===== src/rtl/posit_mul_sequencer_if.sv =====
// Job handshake and per-stage start/done bundle between the posit multiply
// sequencer (slave) and the top level / datapath stages that drive it (master).
interface posit_mul_sequencer_if;
  logic       start;
  logic       busy;
  logic       done;
  logic [1:0] special;
  logic       error;
  logic       stage_rst;
  logic       dec_start;
  logic       dec_done_a;
  logic       dec_done_b;
  logic       zero_a;
  logic       nar_a;
  logic       zero_b;
  logic       nar_b;
  logic       mul_load;
  logic       mul_done;
  logic       exp_start;
  logic       exp_done;
  logic       exp_nar;
  logic       exp_zero;
  logic       adj_start;
  logic       adj_done;
  logic       rnd_start;
  logic       rnd_done;
  logic       enc_start;
  logic       enc_done;

  modport master (
    output start, dec_done_a, dec_done_b, zero_a, nar_a, zero_b, nar_b,
           mul_done, exp_done, exp_nar, exp_zero, adj_done, rnd_done, enc_done,
    input  busy, done, special, error, stage_rst, dec_start, mul_load,
           exp_start, adj_start, rnd_start, enc_start
  );

  modport slave (
    input  start, dec_done_a, dec_done_b, zero_a, nar_a, zero_b, nar_b,
           mul_done, exp_done, exp_nar, exp_zero, adj_done, rnd_done, enc_done,
    output busy, done, special, error, stage_rst, dec_start, mul_load,
           exp_start, adj_start, rnd_start, enc_start
  );
endinterface


===== src/rtl/posit_mul_sequencer.sv =====
// Job-level FSM for one posit32 multiply: decode, mul/exp, adjust, round,
// encode, with ZERO/NaR short-circuits and a per-stage watchdog.
module posit_mul_sequencer #(
  parameter int unsigned TIMEOUT_CYCLES = 255,
  parameter int unsigned CNT_W          = 8
) (
  input logic                  clk,
  input logic                  rst,
  posit_mul_sequencer_if.slave bus
);

  typedef enum logic [2:0] {
    S_IDLE, S_DECODE, S_MUL_EXP, S_ADJUST, S_ROUND, S_ENCODE, S_DONE
  } state_t;

  state_t             state_q;
  logic [CNT_W-1:0]   cnt_q;
  logic               da_q, db_q, za_q, na_q, zb_q, nb_q, mul_q, exp_q;
  logic               busy_q, done_q, error_q, stage_rst_q, dec_start_q;
  logic               mul_load_q, exp_start_q, adj_start_q, rnd_start_q, enc_start_q;
  logic [1:0]         special_q;

  logic               da_d, db_d, za_d, na_d, zb_d, nb_d, mul_d, exp_d;
  logic               timeout_d, fin_d, adv_d, err_d;
  logic [1:0]         sp_d;

  // Flags are captured only with the first done of each decoder.
  always_comb begin
    da_d      = da_q | bus.dec_done_a;
    db_d      = db_q | bus.dec_done_b;
    za_d      = za_q | (bus.dec_done_a & ~da_q & bus.zero_a);
    na_d      = na_q | (bus.dec_done_a & ~da_q & bus.nar_a);
    zb_d      = zb_q | (bus.dec_done_b & ~db_q & bus.zero_b);
    nb_d      = nb_q | (bus.dec_done_b & ~db_q & bus.nar_b);
    mul_d     = mul_q | bus.mul_done;
    exp_d     = exp_q | bus.exp_done;
    timeout_d = (cnt_q == CNT_W'(TIMEOUT_CYCLES - 1));
    fin_d     = 1'b0;
    adv_d     = 1'b0;
    err_d     = 1'b0;
    sp_d      = 2'b00;
    // Completion is evaluated before the watchdog so it wins a tie.
    case (state_q)
      S_DECODE: begin
        if (da_d && db_d) begin
          if (na_d || nb_d) begin
            fin_d = 1'b1;
            sp_d  = 2'b10;
          end else if (za_d || zb_d) begin
            fin_d = 1'b1;
            sp_d  = 2'b01;
          end else begin
            adv_d = 1'b1;
          end
        end
      end
      S_MUL_EXP: begin
        if (bus.exp_done && bus.exp_nar) begin
          fin_d = 1'b1;
          sp_d  = 2'b10;
        end else if (bus.exp_done && bus.exp_zero) begin
          fin_d = 1'b1;
          sp_d  = 2'b01;
        end else if (mul_d && exp_d) begin
          adv_d = 1'b1;
        end
      end
      S_ADJUST: adv_d = bus.adj_done;
      S_ROUND:  adv_d = bus.rnd_done;
      S_ENCODE: fin_d = bus.enc_done;
      default:  ;
    endcase
    if (!fin_d && !adv_d && state_q != S_IDLE && state_q != S_DONE && timeout_d) begin
      fin_d = 1'b1;
      sp_d  = 2'b10;
      err_d = 1'b1;
    end
  end

  always_ff @(posedge clk) begin
    if (rst) begin
      state_q     <= S_IDLE;
      cnt_q       <= '0;
      {da_q, db_q, za_q, na_q, zb_q, nb_q, mul_q, exp_q} <= '0;
      busy_q      <= 1'b0;
      done_q      <= 1'b0;
      error_q     <= 1'b0;
      special_q   <= '0;
      stage_rst_q <= 1'b0;
      dec_start_q <= 1'b0;
      mul_load_q  <= 1'b0;
      exp_start_q <= 1'b0;
      adj_start_q <= 1'b0;
      rnd_start_q <= 1'b0;
      enc_start_q <= 1'b0;
    end else begin
      done_q      <= 1'b0;
      stage_rst_q <= 1'b0;
      dec_start_q <= 1'b0;
      mul_load_q  <= 1'b0;
      exp_start_q <= 1'b0;
      adj_start_q <= 1'b0;
      rnd_start_q <= 1'b0;
      enc_start_q <= 1'b0;
      case (state_q)
        S_IDLE: begin
          if (bus.start) begin
            state_q     <= S_DECODE;
            busy_q      <= 1'b1;
            stage_rst_q <= 1'b1;
            dec_start_q <= 1'b1;
            special_q   <= '0;
            error_q     <= 1'b0;
            cnt_q       <= '0;
            {da_q, db_q, za_q, na_q, zb_q, nb_q, mul_q, exp_q} <= '0;
          end
        end
        S_DONE: begin
          state_q <= S_IDLE;
          busy_q  <= 1'b0;
        end
        default: begin
          cnt_q <= cnt_q + 1'b1;
          if (state_q == S_DECODE) begin
            {da_q, db_q, za_q, na_q, zb_q, nb_q} <= {da_d, db_d, za_d, na_d, zb_d, nb_d};
          end
          if (state_q == S_MUL_EXP) begin
            mul_q <= mul_d;
            exp_q <= exp_d;
          end
          if (fin_d) begin
            state_q   <= S_DONE;
            done_q    <= 1'b1;
            special_q <= sp_d;
            error_q   <= err_d;
          end else if (adv_d) begin
            cnt_q <= '0;
            case (state_q)
              S_DECODE: begin
                state_q     <= S_MUL_EXP;
                mul_load_q  <= 1'b1;
                exp_start_q <= 1'b1;
                mul_q       <= 1'b0;
                exp_q       <= 1'b0;
              end
              S_MUL_EXP: begin
                state_q     <= S_ADJUST;
                adj_start_q <= 1'b1;
              end
              S_ADJUST: begin
                state_q     <= S_ROUND;
                rnd_start_q <= 1'b1;
              end
              default: begin
                state_q     <= S_ENCODE;
                enc_start_q <= 1'b1;
              end
            endcase
          end
        end
      endcase
    end
  end

  assign bus.busy      = busy_q;
  assign bus.done      = done_q;
  assign bus.special   = special_q;
  assign bus.error     = error_q;
  assign bus.stage_rst = stage_rst_q;
  assign bus.dec_start = dec_start_q;
  assign bus.mul_load  = mul_load_q;
  assign bus.exp_start = exp_start_q;
  assign bus.adj_start = adj_start_q;
  assign bus.rnd_start = rnd_start_q;
  assign bus.enc_start = enc_start_q;

endmodule


===== src/flat_wrapper.sv =====
// flat-port wrapper written by rule: the top's interface ports become plain ports
module posit_mul_sequencer_flat 
#(
  parameter int unsigned TIMEOUT_CYCLES = 255,
  parameter int unsigned CNT_W          = 8
)
  (clk, rst, bus_start, bus_dec_done_a, bus_dec_done_b, bus_zero_a, bus_nar_a, bus_zero_b, bus_nar_b, bus_mul_done, bus_exp_done, bus_exp_nar, bus_exp_zero, bus_adj_done, bus_rnd_done, bus_enc_done, bus_busy, bus_done, bus_special, bus_error, bus_stage_rst, bus_dec_start, bus_mul_load, bus_exp_start, bus_adj_start, bus_rnd_start, bus_enc_start);
  posit_mul_sequencer_if bus_i ();
  input logic clk;
  input logic rst;
  input wire logic [$bits(bus_i.start)-1:0] bus_start;
  input wire logic [$bits(bus_i.dec_done_a)-1:0] bus_dec_done_a;
  input wire logic [$bits(bus_i.dec_done_b)-1:0] bus_dec_done_b;
  input wire logic [$bits(bus_i.zero_a)-1:0] bus_zero_a;
  input wire logic [$bits(bus_i.nar_a)-1:0] bus_nar_a;
  input wire logic [$bits(bus_i.zero_b)-1:0] bus_zero_b;
  input wire logic [$bits(bus_i.nar_b)-1:0] bus_nar_b;
  input wire logic [$bits(bus_i.mul_done)-1:0] bus_mul_done;
  input wire logic [$bits(bus_i.exp_done)-1:0] bus_exp_done;
  input wire logic [$bits(bus_i.exp_nar)-1:0] bus_exp_nar;
  input wire logic [$bits(bus_i.exp_zero)-1:0] bus_exp_zero;
  input wire logic [$bits(bus_i.adj_done)-1:0] bus_adj_done;
  input wire logic [$bits(bus_i.rnd_done)-1:0] bus_rnd_done;
  input wire logic [$bits(bus_i.enc_done)-1:0] bus_enc_done;
  output wire logic [$bits(bus_i.busy)-1:0] bus_busy;
  output wire logic [$bits(bus_i.done)-1:0] bus_done;
  output wire logic [$bits(bus_i.special)-1:0] bus_special;
  output wire logic [$bits(bus_i.error)-1:0] bus_error;
  output wire logic [$bits(bus_i.stage_rst)-1:0] bus_stage_rst;
  output wire logic [$bits(bus_i.dec_start)-1:0] bus_dec_start;
  output wire logic [$bits(bus_i.mul_load)-1:0] bus_mul_load;
  output wire logic [$bits(bus_i.exp_start)-1:0] bus_exp_start;
  output wire logic [$bits(bus_i.adj_start)-1:0] bus_adj_start;
  output wire logic [$bits(bus_i.rnd_start)-1:0] bus_rnd_start;
  output wire logic [$bits(bus_i.enc_start)-1:0] bus_enc_start;
  assign bus_i.start = bus_start;
  assign bus_i.dec_done_a = bus_dec_done_a;
  assign bus_i.dec_done_b = bus_dec_done_b;
  assign bus_i.zero_a = bus_zero_a;
  assign bus_i.nar_a = bus_nar_a;
  assign bus_i.zero_b = bus_zero_b;
  assign bus_i.nar_b = bus_nar_b;
  assign bus_i.mul_done = bus_mul_done;
  assign bus_i.exp_done = bus_exp_done;
  assign bus_i.exp_nar = bus_exp_nar;
  assign bus_i.exp_zero = bus_exp_zero;
  assign bus_i.adj_done = bus_adj_done;
  assign bus_i.rnd_done = bus_rnd_done;
  assign bus_i.enc_done = bus_enc_done;
  assign bus_busy = bus_i.busy;
  assign bus_done = bus_i.done;
  assign bus_special = bus_i.special;
  assign bus_error = bus_i.error;
  assign bus_stage_rst = bus_i.stage_rst;
  assign bus_dec_start = bus_i.dec_start;
  assign bus_mul_load = bus_i.mul_load;
  assign bus_exp_start = bus_i.exp_start;
  assign bus_adj_start = bus_i.adj_start;
  assign bus_rnd_start = bus_i.rnd_start;
  assign bus_enc_start = bus_i.enc_start;
  posit_mul_sequencer #(.TIMEOUT_CYCLES(TIMEOUT_CYCLES), .CNT_W(CNT_W)) u_core (.clk(clk), .rst(rst), .bus(bus_i));
endmodule

===== config.mk =====
export PLATFORM = sky130hd
export DESIGN_NAME = posit_mul_sequencer_flat
export DESIGN_NICKNAME = d
export VERILOG_FILES = /design/src/rtl/posit_mul_sequencer_if.sv /design/src/rtl/posit_mul_sequencer.sv /design/src/flat_wrapper.sv
export SDC_FILE = /design/constraint.sdc
export NUM_CORES = 1
export LEC_CHECK = 0
export BUFFER_PORTS_ARGS = -buffer_cell sky130_fd_sc_hd__buf_2
export CORE_ASPECT_RATIO = 0.5
export CORE_MARGIN = 5
export CORE_UTILIZATION = 55
export DETAILED_ROUTE_END_ITERATION = 16
export HOLD_SLACK_MARGIN = 0.02
export PLACE_DENSITY_LB_ADDON = 0.15
export REMOVE_ABC_BUFFERS = 1
export SLEW_MARGIN = 25
export SYNTH_ARGS = -nofsm -noshare
export SYNTH_HDL_FRONTEND = slang
export SYNTH_SLANG_ARGS = --single-unit

===== constraint.sdc =====
create_clock -name clk -period 2.68 [get_ports clk]
set_input_delay 0.134 -clock clk [delete_from_list [all_inputs] [get_ports clk]]
set_output_delay 0.134 -clock clk [all_outputs]
set_load 0.01 [all_outputs]

==> results of run 1 <==
metrics by stage:
stage,cells,area (µm²),utilization (%),hold WS [ns]
3_5_place_dp,249,1760,65.6,0.402
4_1_cts,256,1850,68.8,0.111
3_3_place_gp,249,1760,65.6,0.395
5_1_grt,256,1850,68.9,0.132
2_1_floorplan,181,1550,-,0.203
6_report,256,1850,68.9,0.121
cell families (layout without fill, tap and decap cells):
logic type	Yosys count	in the layout	synth area share, %
adders and majority gates	2	2	1.56
and+or+nand+nor	85	85	28.8
DFF	29	29	36.3
AOI/OAI and AO/OA	56	56	27.1
buffers and inverters	15	44	4.69
xor gates and xnor gates	3	3	1.64
how the worst min path moves through the flow:
stage / to / slack (ns) / cells after the start / from
6_report: u_core.mul_q / 0.12 / 2 / bus_mul_done
5_1_grt: u_core.mul_q / 0.13 / 2 / bus_mul_done
3_3_place_gp: u_core.mul_q / 0.40 / 2 / bus_mul_done
4_1_cts: u_core.mul_q / 0.11 / 2 / bus_mul_done
3_5_place_dp: u_core.mul_q / 0.40 / 2 / bus_mul_done
2_1_floorplan: u_core.state_q[0] / 0.20 / 1 / rst
metal layers:
| metal | share of wire, % | vias to the layer above |
|---|---|---|
| met4 | 1.3 | 0 |
| met3 | 7.6 | 6 |
| met2 | 44 | 47 |
| met5 | 0 | - |
| met1 | 47 | 695 |
| li1 | - | 751 |
cells in the final DEF (no fill, tap or decap), types with 3 or more instances in the layout:
master	Yosys	final
sky130_fd_sc_hd__a21o_1	3	3
sky130_fd_sc_hd__o22ai_1	6	6
sky130_fd_sc_hd__a211oi_1	3	3
sky130_fd_sc_hd__nand3_1	6	6
sky130_fd_sc_hd__o21ai_0	8	8
sky130_fd_sc_hd__nor2_1	26	26
sky130_fd_sc_hd__nor2b_1	4	4
sky130_fd_sc_hd__nand2b_1	3	3
sky130_fd_sc_hd__a31oi_1	3	3
sky130_fd_sc_hd__clkbuf_8	0	6
sky130_fd_sc_hd__nand2_1	12	12
sky130_fd_sc_hd__or2_2	3	3
sky130_fd_sc_hd__buf_4	2	4
sky130_fd_sc_hd__dfxtp_1	29	27
sky130_fd_sc_hd__inv_1	5	5
sky130_fd_sc_hd__nor4_1	3	3
sky130_fd_sc_hd__buf_2	3	27
sky130_fd_sc_hd__a21oi_1	14	14
sky130_fd_sc_hd__nor3_1	7	7
sky130_fd_sc_hd__a32o_1	4	4
flip-flops by register name, indices dropped and copies added, names as in the netlist:
name                  count
u_core.bus.adj_start      1
u_core.zb_q               1
u_core.exp_q              1
u_core.bus.busy           1
u_core.bus.error          1
u_core.state_q            3
u_core.db_q               1
u_core.mul_q              1
u_core.bus.enc_start      1
u_core.za_q               1
u_core.da_q               1
u_core.bus.mul_load       1
u_core.nb_q               1
u_core.cnt_q              8
u_core.bus.done           1
u_core.bus.special        2
u_core.bus.stage_rst      1
u_core.na_q               1
u_core.bus.rnd_start      1
cell type report:
type	instances	area, µm²	share of cell area [%]
Clock buffer	7	86.3	4.67
Inverter	6	22.5	1.22
Multi-Input combinational cell	146	946	51.2
Sequential cell	29	583	31.5
Tap cell	37	46.3	2.50
Timing Repair Buffer	31	165	8.93
where the power goes:
| group | switching, W | leakage, nW | internal [W] |
|---|---|---|---|
| sequential | 0.0000745 | 0.236 | 0.000486 |
| combinational | 0.000306 | 0.478 | 0.000230 |
| clock | 0.000156 | 0.0443 | 0.000203 |
==> results list, run 1 <==
- Worst rel slew slack: 55.1%
- Number of maximum-capacitance violations: 0
- Dpl ws: 0.218 ns
* Number of port buffers: 27
- The hold violation total from the final report came to 0.
- The pre-antenna-repair detailed-routing pass consisted of 4 iterations.
* Number of enable-type register cells in the synthesized netlist: 0
- Max IR drop VDD: 397 µV
- The layer flagged by global routing as most heavily used is met2.
- Yosys printed 0 warnings.
* Outcome: complete, no violations
- Global routing consumed, on the met3 layer, 5.90% of the routing resources.
- Area added between synthesis and finish: 15.5%
- Dominant cell type by area after synthesis: sky130_fd_sc_hd__dfxtp_1
- Worst endpoint required time: 2.85 ns
- Post-CTS setup buffers: 0
- Path length in cells of the critical path: 6
- Number of ports placed on the die boundary: 28
- Crit share post-route: 89.4%
- After filler insertion, the fill cell instance count of the layout stands at 240.
* Cts hold-fix bufs: 0
* Most used DFF post-synth: sky130_fd_sc_hd__dfxtp_1
- Worst hold path class: in -> reg
* Total routed wirelength: 3.69 mm
* Data arrival time at the worst-slack endpoint: 2.56 ns
* Start of the worst register-to-register path: u_core.db_q
- Summed over all layers, the global routing overflow is 0.
- Setup repair after global routing left no endpoint under its margin.
- The top cell type by area accounts for 36.3% of the synthesized area.
- Synth unique cells: 53
- Entering global routing, the biggest net connects 20 pins.
- Cell types occupying the most area after synthesis: sky130_fd_sc_hd__dfxtp_1 36%, sky130_fd_sc_hd__nor2_1 6.1%, sky130_fd_sc_hd__a21oi_1 4.4%
- Global routing used 24.5% of the available met1 tracks.
- Layout Skew: 0.00550 ns
* Vias per cell: 5.86
- TritonCTS built the clock tree.
- For this run, the total global-route usage over all layers was measured as 20.0%.
- For this block, the initial DRC count from the detailed router was 85.
- Post-route antenna net violation count: 0
- The number of antenna violations at the first check in global routing came to 0.
* Number of instances in the synthesized netlist: 190
- Setup Total Neg Slack: 0 ns
- Final-stage net count: 237
- The max-slew violation total from the final report was 0.
- Counting cells, the worst reg-to-reg path comes to 6.
* Reg-to-reg critical path endpoint: u_core.state_q[0]
- Of all flip-flops after synthesis, the portion carrying an async set or reset was 0%.
- The number of buffers and inverters on the critical path is 0.
* Clock buffer depth: 2
- The routed design could run at a clock period as short as 2.40 ns.
* TritonCTS Buffers: 5
- After synthesis the netlist holds a flip-flop and latch count of 29.
* Max frequency: 417 MHz
- Counting every sink on the clock net gives 29.
- Crit path launch type: flop
- Detailed placement HPWL: 2.73 mm
* Setup ws final: 0.284 ns
- Peak fanout along the critical path: 9
- On the critical path, the stage with the largest delay is an instance of sky130_fd_sc_hd__a2111oi_4.
- Most common cell in the synthesized netlist: sky130_fd_sc_hd__dfxtp_1
* Sequential area share after synthesis: 36.2%
- Cell breakdown of the critical path: and2b_1 -> a2111oi_4 -> nand3_4 -> a211oi_4 -> nand4_1 -> a2111oi_2
* Worst setup endpoint: u_core.state_q[0]
- Die width: 86.3 µm
* Core Rows: 13
- The worst setup path is of the reg -> reg kind.
- Leading cell types by count after synthesis: 29 x sky130_fd_sc_hd__dfxtp_1, 26 x sky130_fd_sc_hd__nor2_1, 14 x sky130_fd_sc_hd__a21oi_1
- Leakage power figure: 0.758 nW
* Power consumption: 0.00146 W
- Antenna cells: 0
- Die area: 0.00416 mm²
- At the pin with the least slew margin, the transition time is 0.672 ns.
- In this run the clock root is driven by a sky130_fd_sc_hd__clkbuf_8.
- Among cell families on the critical path, the largest total delay comes from compound AO/OA/AOI/OAI gates.
- Critical path's largest stage delay: 0.50 ns
* Core Area: 0.00268 mm²
- Clock latency on the worst-skew pair, taken at its later pin, is 0.28 ns.
- Drt wl/cell: 14.4 µm
- Register-to-register setup slack: 0.28 ns
- Of the cells placed in the final design, the portion with a size suffix greater than 1 is 25.1%.
- Endpoint class of the critical path: flop
- Vias: 1499
* Netlist Area Pre-Place: 0.00160 mm²
- Mean area per synthesized cell: 8.43 µm²
- Power per standard cell area: 787 mW/mm²
- Wire length of the first global-routing pass: 6.20 mm
- Routability cong.: 0.896
- Number of cells upsized or downsized after cts: 0
* Launching element of the worst setup path: u_core.db_q
* Drt drc: 0
* Chip Height: 48.2 µm
* Number of global-route vias before repair: 1375
* Finish-stage setup viols: 0
- In the global route stage, met2 resource usage came out at 33.7%.
- The initial utilization of the core area, before any placement, comes to 59.7%.
- Post-CTS clock slew at the launch and capture registers of the worst setup and hold paths: 0.06 ns
* Number of H-tree branching levels: 2
Note: power is estimated with default switching activity, not from simulation.
==> run 2: changes to the inputs <==
--- a/config.mk
+++ b/config.mk
@@ -5,6 +5,7 @@
 export SDC_FILE = /design/constraint.sdc
 export NUM_CORES = 1
 export LEC_CHECK = 0
+export ABC_AREA = 1
 export BUFFER_PORTS_ARGS = -buffer_cell sky130_fd_sc_hd__buf_2
 export CORE_ASPECT_RATIO = 0.5
 export CORE_MARGIN = 5
@@ -13,7 +14,7 @@
 export HOLD_SLACK_MARGIN = 0.02
 export PLACE_DENSITY_LB_ADDON = 0.15
 export REMOVE_ABC_BUFFERS = 1
-export SLEW_MARGIN = 25
+export SLEW_MARGIN = 20
 export SYNTH_ARGS = -nofsm -noshare
 export SYNTH_HDL_FRONTEND = slang
 export SYNTH_SLANG_ARGS = --single-unit
==> run 2 against run 1 <==
  * Clock-buffer cell count is the same
  * Sequential cell count stayed put
  * Synthesized cell count is 12% higher
  * Die area fell by 0.20%
  * Largest cell class unchanged
  * Hold slack better by 0.026 ns
  * Worst setup slack improved by 0.62 ns
  * Cell count up 9.4%
  * Critical path type unchanged
  * Via count shrank 2.9%
  * Clock skew is 0.0032 ns higher
  * First-iteration DRC count fell by 33%
  * Register-to-register slack better by 0.62 ns
==> results list, run 2 <==
- The min-delay analysis places its worst path in the category in -> reg.
- Detailed placement HPWL: 2.68 mm (-1.7%)
- Die area: 0.00415 mm² (-0.20%)
- The final-stage net count was 260 (+9.7%).
* TritonCTS Buffers: 5 (unchanged)
- The count of cell instances traversed by the critical path is 11 (+5).
* Count of synthesis-stage warnings from yosys: 0 (unchanged)
- Max frequency: 562 MHz (+35%)
- Portion of synthesized cell area occupied by the leading cell type: 36.3% (+0.085 points)
- Critical Setup Path Class: reg -> reg
- By instance count, the cell type seen most on the critical path is sky130_fd_sc_hd__nand2_1.
- The peak fanout along the critical path came to 9 (unchanged).
* Final instance area: 0.00185 mm² (-0.20%)
* Worst rel slew slack: 69.2% (+14 points)
* Start of the worst register-to-register path: u_core.state_q[2]
- Sorting the synthesized cells by how often they occur yields 42 x sky130_fd_sc_hd__nand2_1, 29 x sky130_fd_sc_hd__dfxtp_1, 22 x sky130_fd_sc_hd__inv_1, 22 x sky130_fd_sc_hd__nor2_1, 17 x sky130_fd_sc_hd__a21oi_1.
* Final Max Tran Viols: 0 (unchanged)
* Outcome: complete, no violations
- The slack of the worst reg-to-reg path is 0.90 ns (+0.62 ns).
- Die width: 86.2 µm (-0.10%)
- Endpoint class of the critical path: flop
* Crit share post-route: 66.4% (-23 points)
* Mean area per synthesized cell: 7.50 µm² (-11%)
- The signal arrival time at the worst endpoint was 1.95 ns (-0.61 ns).
- The overall overflow remaining after global route was 0 (unchanged).
- The floorplan die height was 48.1 µm (about the same).
- The area overhead of the layout relative to synthesis is 15.5% (about the same).
- Number of ports placed on the die boundary: 28 (unchanged)
- Drt wl/cell: 12.6 µm (-13%)
* Non-filler cells, final: 280 (+9.4%)
- The static leakage came to 0.809 nW (+6.7%).
- Setup repair after global routing left no endpoint under its margin.
- Core Area: 0.00268 mm² (unchanged)
- By area the synthesized netlist is led by sky130_fd_sc_hd__dfxtp_1 36%, sky130_fd_sc_hd__nand2_1 9.9%, sky130_fd_sc_hd__a21oi_1 5.3%.
* Cells on worst reg2reg path: 11 (+5)
- The H-tree depth is 2 (unchanged).
- Power consumption: 0.00161 W (+11%)
- The final antenna diode count was 0 (unchanged).
- The share of async-settable or async-resettable flops after synthesis came to 0% (unchanged).
- Commonest cells after routing, fill and taps aside: 42 x sky130_fd_sc_hd__nand2_1, 29 x sky130_fd_sc_hd__dfxtp_1, 27 x sky130_fd_sc_hd__buf_2
* Post-CTS clock slew at the launch and capture registers of the worst setup and hold paths: 0.06 ns (about the same)
- Antenna violations before repair: 0 (unchanged)
- The number of global-route vias before repair came to 1259 (-8.4%).
- The clock sink total was 29 (unchanged).
- The share of the yosys chip area belonging to registers was 36.3% (+0.085 points).
- The signal on the critical path passes through inv_1 -> nand4_1 -> nand2_1 -> clkinv_1 -> nand2_1 -> clkinv_2 -> nand2_4 -> nor2_4 -> nand3_2 -> a21oi_1 -> a21oi_2.
- On the critical path, the stage with the largest delay is an instance of sky130_fd_sc_hd__dfxtp_1.
- The highest ir drop seen on vdd came to 458 µV (+16%).
- The fraction of layout instances using a drive strength above 1 was 27.6% (+2.5 points).
- TritonCTS built the clock tree.
- Number of maximum-capacitance violations: 0 (unchanged)
- More flip-flops sit in one register than any other, and that register is u_core.cnt_q.
* Fill cells: 228 (-5.0%)
* Vias per cell: 5.20 (-11%)
- Clock buffer depth: 2 (unchanged)
- Count of buffer and inverter cells on the critical path: 3 (+3)
* Crit path launch type: flop
- In the post-synthesis netlist, the cell with the most instances is sky130_fd_sc_hd__nand2_1.
- Synth unique cells: 36 (-32%)
- The row count is 13 (unchanged).
- Number of iterations in the first detailed-routing pass: 4 (unchanged)
- The library cell used most frequently in the layout, excluding fill and tap cells, is sky130_fd_sc_hd__nand2_1.
- Initial standard-cell utilization of the core: 59.5% (-0.14 points)
- Post-CTS setup buffers: 0 (unchanged)
- The DRC marker count from the first detailed-route iteration is 57 (-33%).
* Layout Skew: 0.00870 ns (+0.00320 ns)
- The hold violation total from the final report is 0 (unchanged).
* Worst setup endpoint: u_core.state_q[2]
* Power per standard cell area: 873 mW/mm² (+11%)
- Final period demand of the worst path: 1.78 ns (-0.617 ns)
* Transition time of the tightest slew-check pin: 0.461 ns (-0.211 ns)
* Number of enable-type register cells in the synthesized netlist: 0 (unchanged)
- The number of flip-flops under the largest register name came to 8 (unchanged).
- The count of hold buffers inserted by post-cts repair was 0 (unchanged).
- Drt drc: 0 (unchanged)
- Number of cells upsized or downsized after cts: 0 (unchanged)
- GRT Util Overall: 18.8% (-1.2 points)
- Number of port buffers: 27 (unchanged)
- The via count is 1456 (-2.9%).
- The area taken by flip-flops and latches came to 581 µm² (-0.43%).
- Netlist Area Pre-Place: 0.00160 mm² (-0.23%)
* Finish-stage setup viols: 0 (unchanged)
* Number of register bits inferred by synthesis: 29 (unchanged)
- Launching element of the worst setup path: u_core.state_q[2]
* Maximum number of pins on one net before global-route repair: 16 (-20%)
* Post-route antenna net violation count: 0 (unchanged)
- The wire length reported by the detailed router came to 3.53 mm (-4.4%).
* Worst endpoint required time: 2.85 ns (about the same)
- In the synthesized netlist the dominant register cell turns out to be sky130_fd_sc_hd__dfxtp_1.
* Cell area after placement: 0.00174 mm² (-0.92%)
* Number of instances in the synthesized netlist: 213 (+12%)
- Clock root buffer: sky130_fd_sc_hd__clkbuf_8
- The insertion delay of the later-clocked pin in the worst-skew pair is 0.29 ns (about the same).
* Routability cong.: 0.831 (-7.2%)
- Wire length of the first global-routing pass: 5.73 mm (-7.7%)
- Grouping stages by cell kind, the critical path spends the most delay in flip-flops.
- Reg-to-reg critical path endpoint: u_core.state_q[2]
* Critical path's largest stage delay: 0.61 ns (+0.11 ns)
- Setup Total Neg Slack: 0 ns (unchanged)
- Area of the multi-input gates: 872 µm² (-7.8%)
- Of all cell types, the one taking the most synthesized area is sky130_fd_sc_hd__dfxtp_1.
* Total placed cells including tap cells: 272 (+9.2%)
run 2: cell count changes after synthesis, moves of 5 or more:
cell / change
sky130_fd_sc_hd__nand2_1: +30
sky130_fd_sc_hd__inv_1: +17
sky130_fd_sc_hd__nand3_1: +8
sky130_fd_sc_hd__nand2_2: +7
sky130_fd_sc_hd__inv_2: +5
run 2: power breakdown:
group	internal (W)	switching, W	total, W
Combinational	0.000207	0.000435	0.000642
Sequential	0.000489	0.0000737	0.000563
Clock	0.000232	0.000176	0.000407
Total	0.000927	0.000685	0.00161
run 2: area by class of cell:
type | count | area share [%]
Clock inverter | 1 | 0.271
Multi-Input combinational cell | 150 | 47.3
Tap cell | 37 | 2.51
Timing Repair Buffer | 27 | 7.32
Inverter | 29 | 5.97
Clock buffer | 7 | 5.22
Sequential cell | 29 | 31.5
run 2: metrics by stage:
stage | setup WS [ns] | util (%) | hold slack, ns
2_1_floorplan | 1.14 | - | 0.203
6_report | 0.901 | 68.8 | 0.147
3_3_place_gp | 0.979 | 65.0 | 0.442
4_1_cts | 0.921 | 68.8 | 0.139
3_5_place_dp | 0.932 | 65.0 | 0.436
5_1_grt | 0.765 | 68.8 | 0.164
run 2: logic make-up after synthesis:
kind of cell / after synthesis / share of synthesized area (%)
simple gates: 107 / 36.4
fa+ha+maj: 2 / 1.57
flops: 29 / 36.3
buf+inv: 34 / 9.08
compound gates: 38 / 15.0
xor+xnor: 3 / 1.64
run 2: worst min-delay path by stage:
| stage | startpoint | to | cells past startpoint |
|---|---|---|---|
| after floorplan | rst | u_core.bus.busy | 1 |
| after global placement | bus_start | u_core.bus.stage_rst | 3 |
| after detailed placement | bus_start | u_core.bus.stage_rst | 3 |
| after CTS | bus_start | u_core.bus.stage_rst | 3 |
| after global routing | bus_start | u_core.bus.stage_rst | 3 |
| final | bus_start | u_core.bus.stage_rst | 3 |
run 2: routing by layer:
| layer | up-vias | GRT usage, % | share of wire [%] |
|---|---|---|---|
| li1 | 754 | - | - |
| met3 | 9 | 5.90 | 5.8 |
| met1 | 660 | 22.7 | 47 |
| met2 | 33 | 31.2 | 45 |
| met4 | 0 | 10.2 | 2.0 |
| met5 | - | 0 | 0 |
run 2: worst register-to-register path, cell delays in order (launching register included):
cell and delay [ns]:
sky130_fd_sc_hd__dfxtp_1 0.61, sky130_fd_sc_hd__inv_1 0.13, sky130_fd_sc_hd__nand4_1 0.09, sky130_fd_sc_hd__nand2_1 0.06, sky130_fd_sc_hd__clkinv_1 0.04, sky130_fd_sc_hd__nand2_1 0.06
sky130_fd_sc_hd__clkinv_2 0.08, sky130_fd_sc_hd__nand2_4 0.10, sky130_fd_sc_hd__nor2_4 0.12, sky130_fd_sc_hd__nand3_2 0.11, sky130_fd_sc_hd__a21oi_1 0.23, sky130_fd_sc_hd__a21oi_2 0.05
==> run 3: changes to the inputs <==
==> constraint.sdc (replaced) <==
create_clock -name clk -period 1.75 [get_ports clk]
set_input_delay 0.0875 -clock clk [delete_from_list [all_inputs] [get_ports clk]]
set_output_delay 0.0875 -clock clk [all_outputs]
set_load 0.01 [all_outputs]
==> run 3 against run 2 <==
  * Via count fell by 1.7%
  * Utilization increased by 1.8 points
  * Clock skew decreased by 0.0035 ns
  * Total power increased by 50%
  * Largest power group unchanged
  * Clock-buffer cell count unchanged
  * Critical path depth decreased by 5
  * Routed wire length down 3.1%
  * Combinational power increased by 60%
  * Sequential cell count did not move
  * Fmax is 10% higher
==> results list, run 3 (synthesis results as in run 2) <==
* Outcome: complete, no violations
- The overall overflow remaining after global route came to 0 (unchanged).
* Vias per cell: 5.04 (-3.1%)
- The via count was 1431 (-1.7%).
- The insertion delay of the later-clocked pin in the worst-skew pair is 0.27 ns (-0.02 ns).
- Drt wl/cell: 12.0 µm (-4.5%)
* Fraction of layout cells with a size suffix above 1: 31.2% (+3.6 points)
- Max frequency: 620 MHz (+10%)
- Detailed placement HPWL: 2.74 mm (+2.0%)
* Power per standard cell area: 1270 mW/mm² (+46%)
- The slack of the worst reg-to-reg path is 0.14 ns (-0.77 ns).
- CP most frequent cell: sky130_fd_sc_hd__nand2_2
- The worst setup path is captured at a flop.
- TritonCTS built the clock tree.
- Total routed wirelength: 3.42 mm (-3.1%)
* Number of clock sinks: 29 (unchanged)
- Final period demand of the worst path: 1.61 ns (-0.165 ns)
- Transition time of the tightest slew-check pin: 0.350 ns (-0.110 ns)
- The static leakage came to 0.828 nW (+2.3%).
* Kind of cell with the highest combined delay on the critical path: simple AND/OR/NAND/NOR gates
- The number of antenna violations at the first check in global routing came to 0 (unchanged).
* Post-route antenna net violation count: 0 (unchanged)
* TritonCTS Buffers: 5 (unchanged)
* Data arrival time at the worst-slack endpoint: 1.81 ns (-0.14 ns)
- The boundary pin count came to 28 (unchanged).
- Number of maximum-capacitance violations: 0 (unchanged)
- The weighted congestion reported at the end of routability-driven placement was 0.912 (+9.7%).
- Number of H-tree branching levels: 2 (unchanged)
* Number of global-route vias before repair: 1306 (+3.7%)
- The post-layout utilization of the core is 70.6% (+1.8 points).
* Clock root buffer: sky130_fd_sc_hd__clkbuf_8
- Cts hold-fix bufs: 0 (unchanged)
- Reg with most FFs: u_core.cnt_q
* Max IR drop VDD: 690 µV (+50%)
- Core Rows: 13 (unchanged)
* Worst Hold Slack: 0.110 ns (-0.0364 ns)
- Iteration-0 DRC Markers: 66 (+16%)
- The final cell area excluding filler cells is 0.00189 mm² (+2.6%).
- Wire length of the first global-routing pass: 5.71 mm (-0.24%)
* Number of iterations in the first detailed-routing pass: 4 (unchanged)
- The hold-critical path depth came to 3 (unchanged).
- The relative slew slack is 76.4% (+7.2 points).
- Critical path's largest stage delay: 0.38 ns (-0.23 ns)
- Worst endpoint required time: 1.95 ns (-0.90 ns)
- Compared with the post-synthesis result, the final layout area differs by 18.6%.
* HP Start: bus_start
* Die area: 0.00415 mm² (unchanged)
- The count of input and output buffers was 27 (unchanged).
- The worst setup path is of the reg -> reg kind.
* Count of buffer and inverter cells on the critical path: 0 (-3)
- The detailed-route DRC error count is 0 (unchanged).
* Commonest cells after routing, fill and taps aside: 41 x sky130_fd_sc_hd__nand2_1, 27 x sky130_fd_sc_hd__buf_2, 27 x sky130_fd_sc_hd__dfxtp_1
* Start of the worst register-to-register path: u_core.state_q[2]
- The number of cells on the worst reg-to-reg path was 6 (-5).
- Largest register FFs: 8 (unchanged)
- The pin count of the biggest net entering global routing is 15 (-1).
- Final-stage net count: 265 (+1.9%)
- The signal on the critical path passes through nor2_4 -> nand2_2 -> or2_1 -> nand2_2 -> nand2_2 -> o22ai_1.
- Final Max Tran Viols: 0 (unchanged)
- The area of the core region came to 0.00268 mm² (unchanged).
- Cell area after placement: 0.00177 mm² (+1.7%)
* Initial standard-cell utilization of the core: 59.5% (unchanged)
* Peak fanout along the critical path: 7 (-2)
* Clock buffer depth: 2 (unchanged)
- Most common cell after layout, fill and taps aside: sky130_fd_sc_hd__nand2_1
- Post-CTS clock slew at the launch and capture registers of the worst setup and hold paths: 0.06 ns (about the same)
* Layout Skew: 0.00521 ns (-0.00349 ns)
* Endpoint, Worst Hold: u_core.bus.stage_rst
- The number of setup violations in the final report came to 0 (unchanged).
* CP max-delay cell: sky130_fd_sc_hd__dfxtp_1
* Worst hold path class: in -> reg
* Final Hold Viols: 0 (unchanged)
* Antenna cells: 0 (unchanged)
- The share of the clock period used by the worst path after layout came to 92.2% (+26 points).
- Crit path launch type: flop
- GRT Util Overall: 18.2% (-0.51 points)
- The worst register-to-register path ends at u_core.cnt_q[6].
- Setup Total Neg Slack: 0 ns (unchanged)
- The die outline width is 86.2 µm (unchanged).
- Chip Height: 48.1 µm (unchanged)
-- run 3: cell type report --
type	instances	area (µm²)
multi-input combinational	150	896
fill	231	790
sequential	29	583
timing repair buffer	32	173
inverter	29	110
clock buffer	7	86.3
tap	37	46.3
-- run 3: worst max path at each step --
stage / slack (ns) / start / to / depth (start not counted)
floorplan: 0.21 / u_core.state_q[2] / u_core.state_q[2] / 10
global placement: 0.11 / u_core.state_q[0] / u_core.bus.special[0] / 11
detailed placement: 0.08 / u_core.state_q[0] / u_core.bus.special[0] / 11
CTS: 0.05 / u_core.state_q[0] / u_core.bus.special[0] / 11
global route: -0.01 / u_core.da_q / u_core.bus.special[1] / 10
finish: 0.14 / u_core.state_q[2] / u_core.cnt_q[6] / 6
-- run 3: per-layer routing --
metal / share of wire, % / track usage, % / vias up
met5: 0 / 0 / -
met1: 48 / 22.7 / 636
met2: 46 / 30.5 / 26
li1: - / - / 764
met4: 1.0 / 8.07 / 0
met3: 4.5 / 5.56 / 5
-- run 3: worst reg2reg max path, delay by kind of cell, from the launching register on --
kind / cells / cell delay, ns
simple gates: 5 / 0.99
flops: 1 / 0.38
compound gates: 1 / 0.17
-- run 3: stage by stage --
step | worst slack (ns) | std cells | power [W]
CTS | 0.0479 | 283 | 0.00241
finish | 0.136 | 284 | 0.00241
detailed placement | 0.0794 | 276 | 0.00186
global route | -0.0118 | 284 | 0.00260
global placement | 0.114 | 276 | 0.00185
floorplan | 0.212 | 208 | 0.00162
-- run 3: power by group --
group          total [W]  switching (W)  leakage (nW)  internal, W
clock network   0.000534       0.000224        0.0443     0.000311
registers       0.000851      0.0000972         0.236     0.000753
logic            0.00103       0.000679         0.547     0.000347
total            0.00241        0.00100         0.828      0.00141
-- run 3: repair_timing --
item / CTS / global route
endpoints found under the setup margin: 0 / 8
buffers inserted: 0 / 1
gates resized for setup: 0 / 8
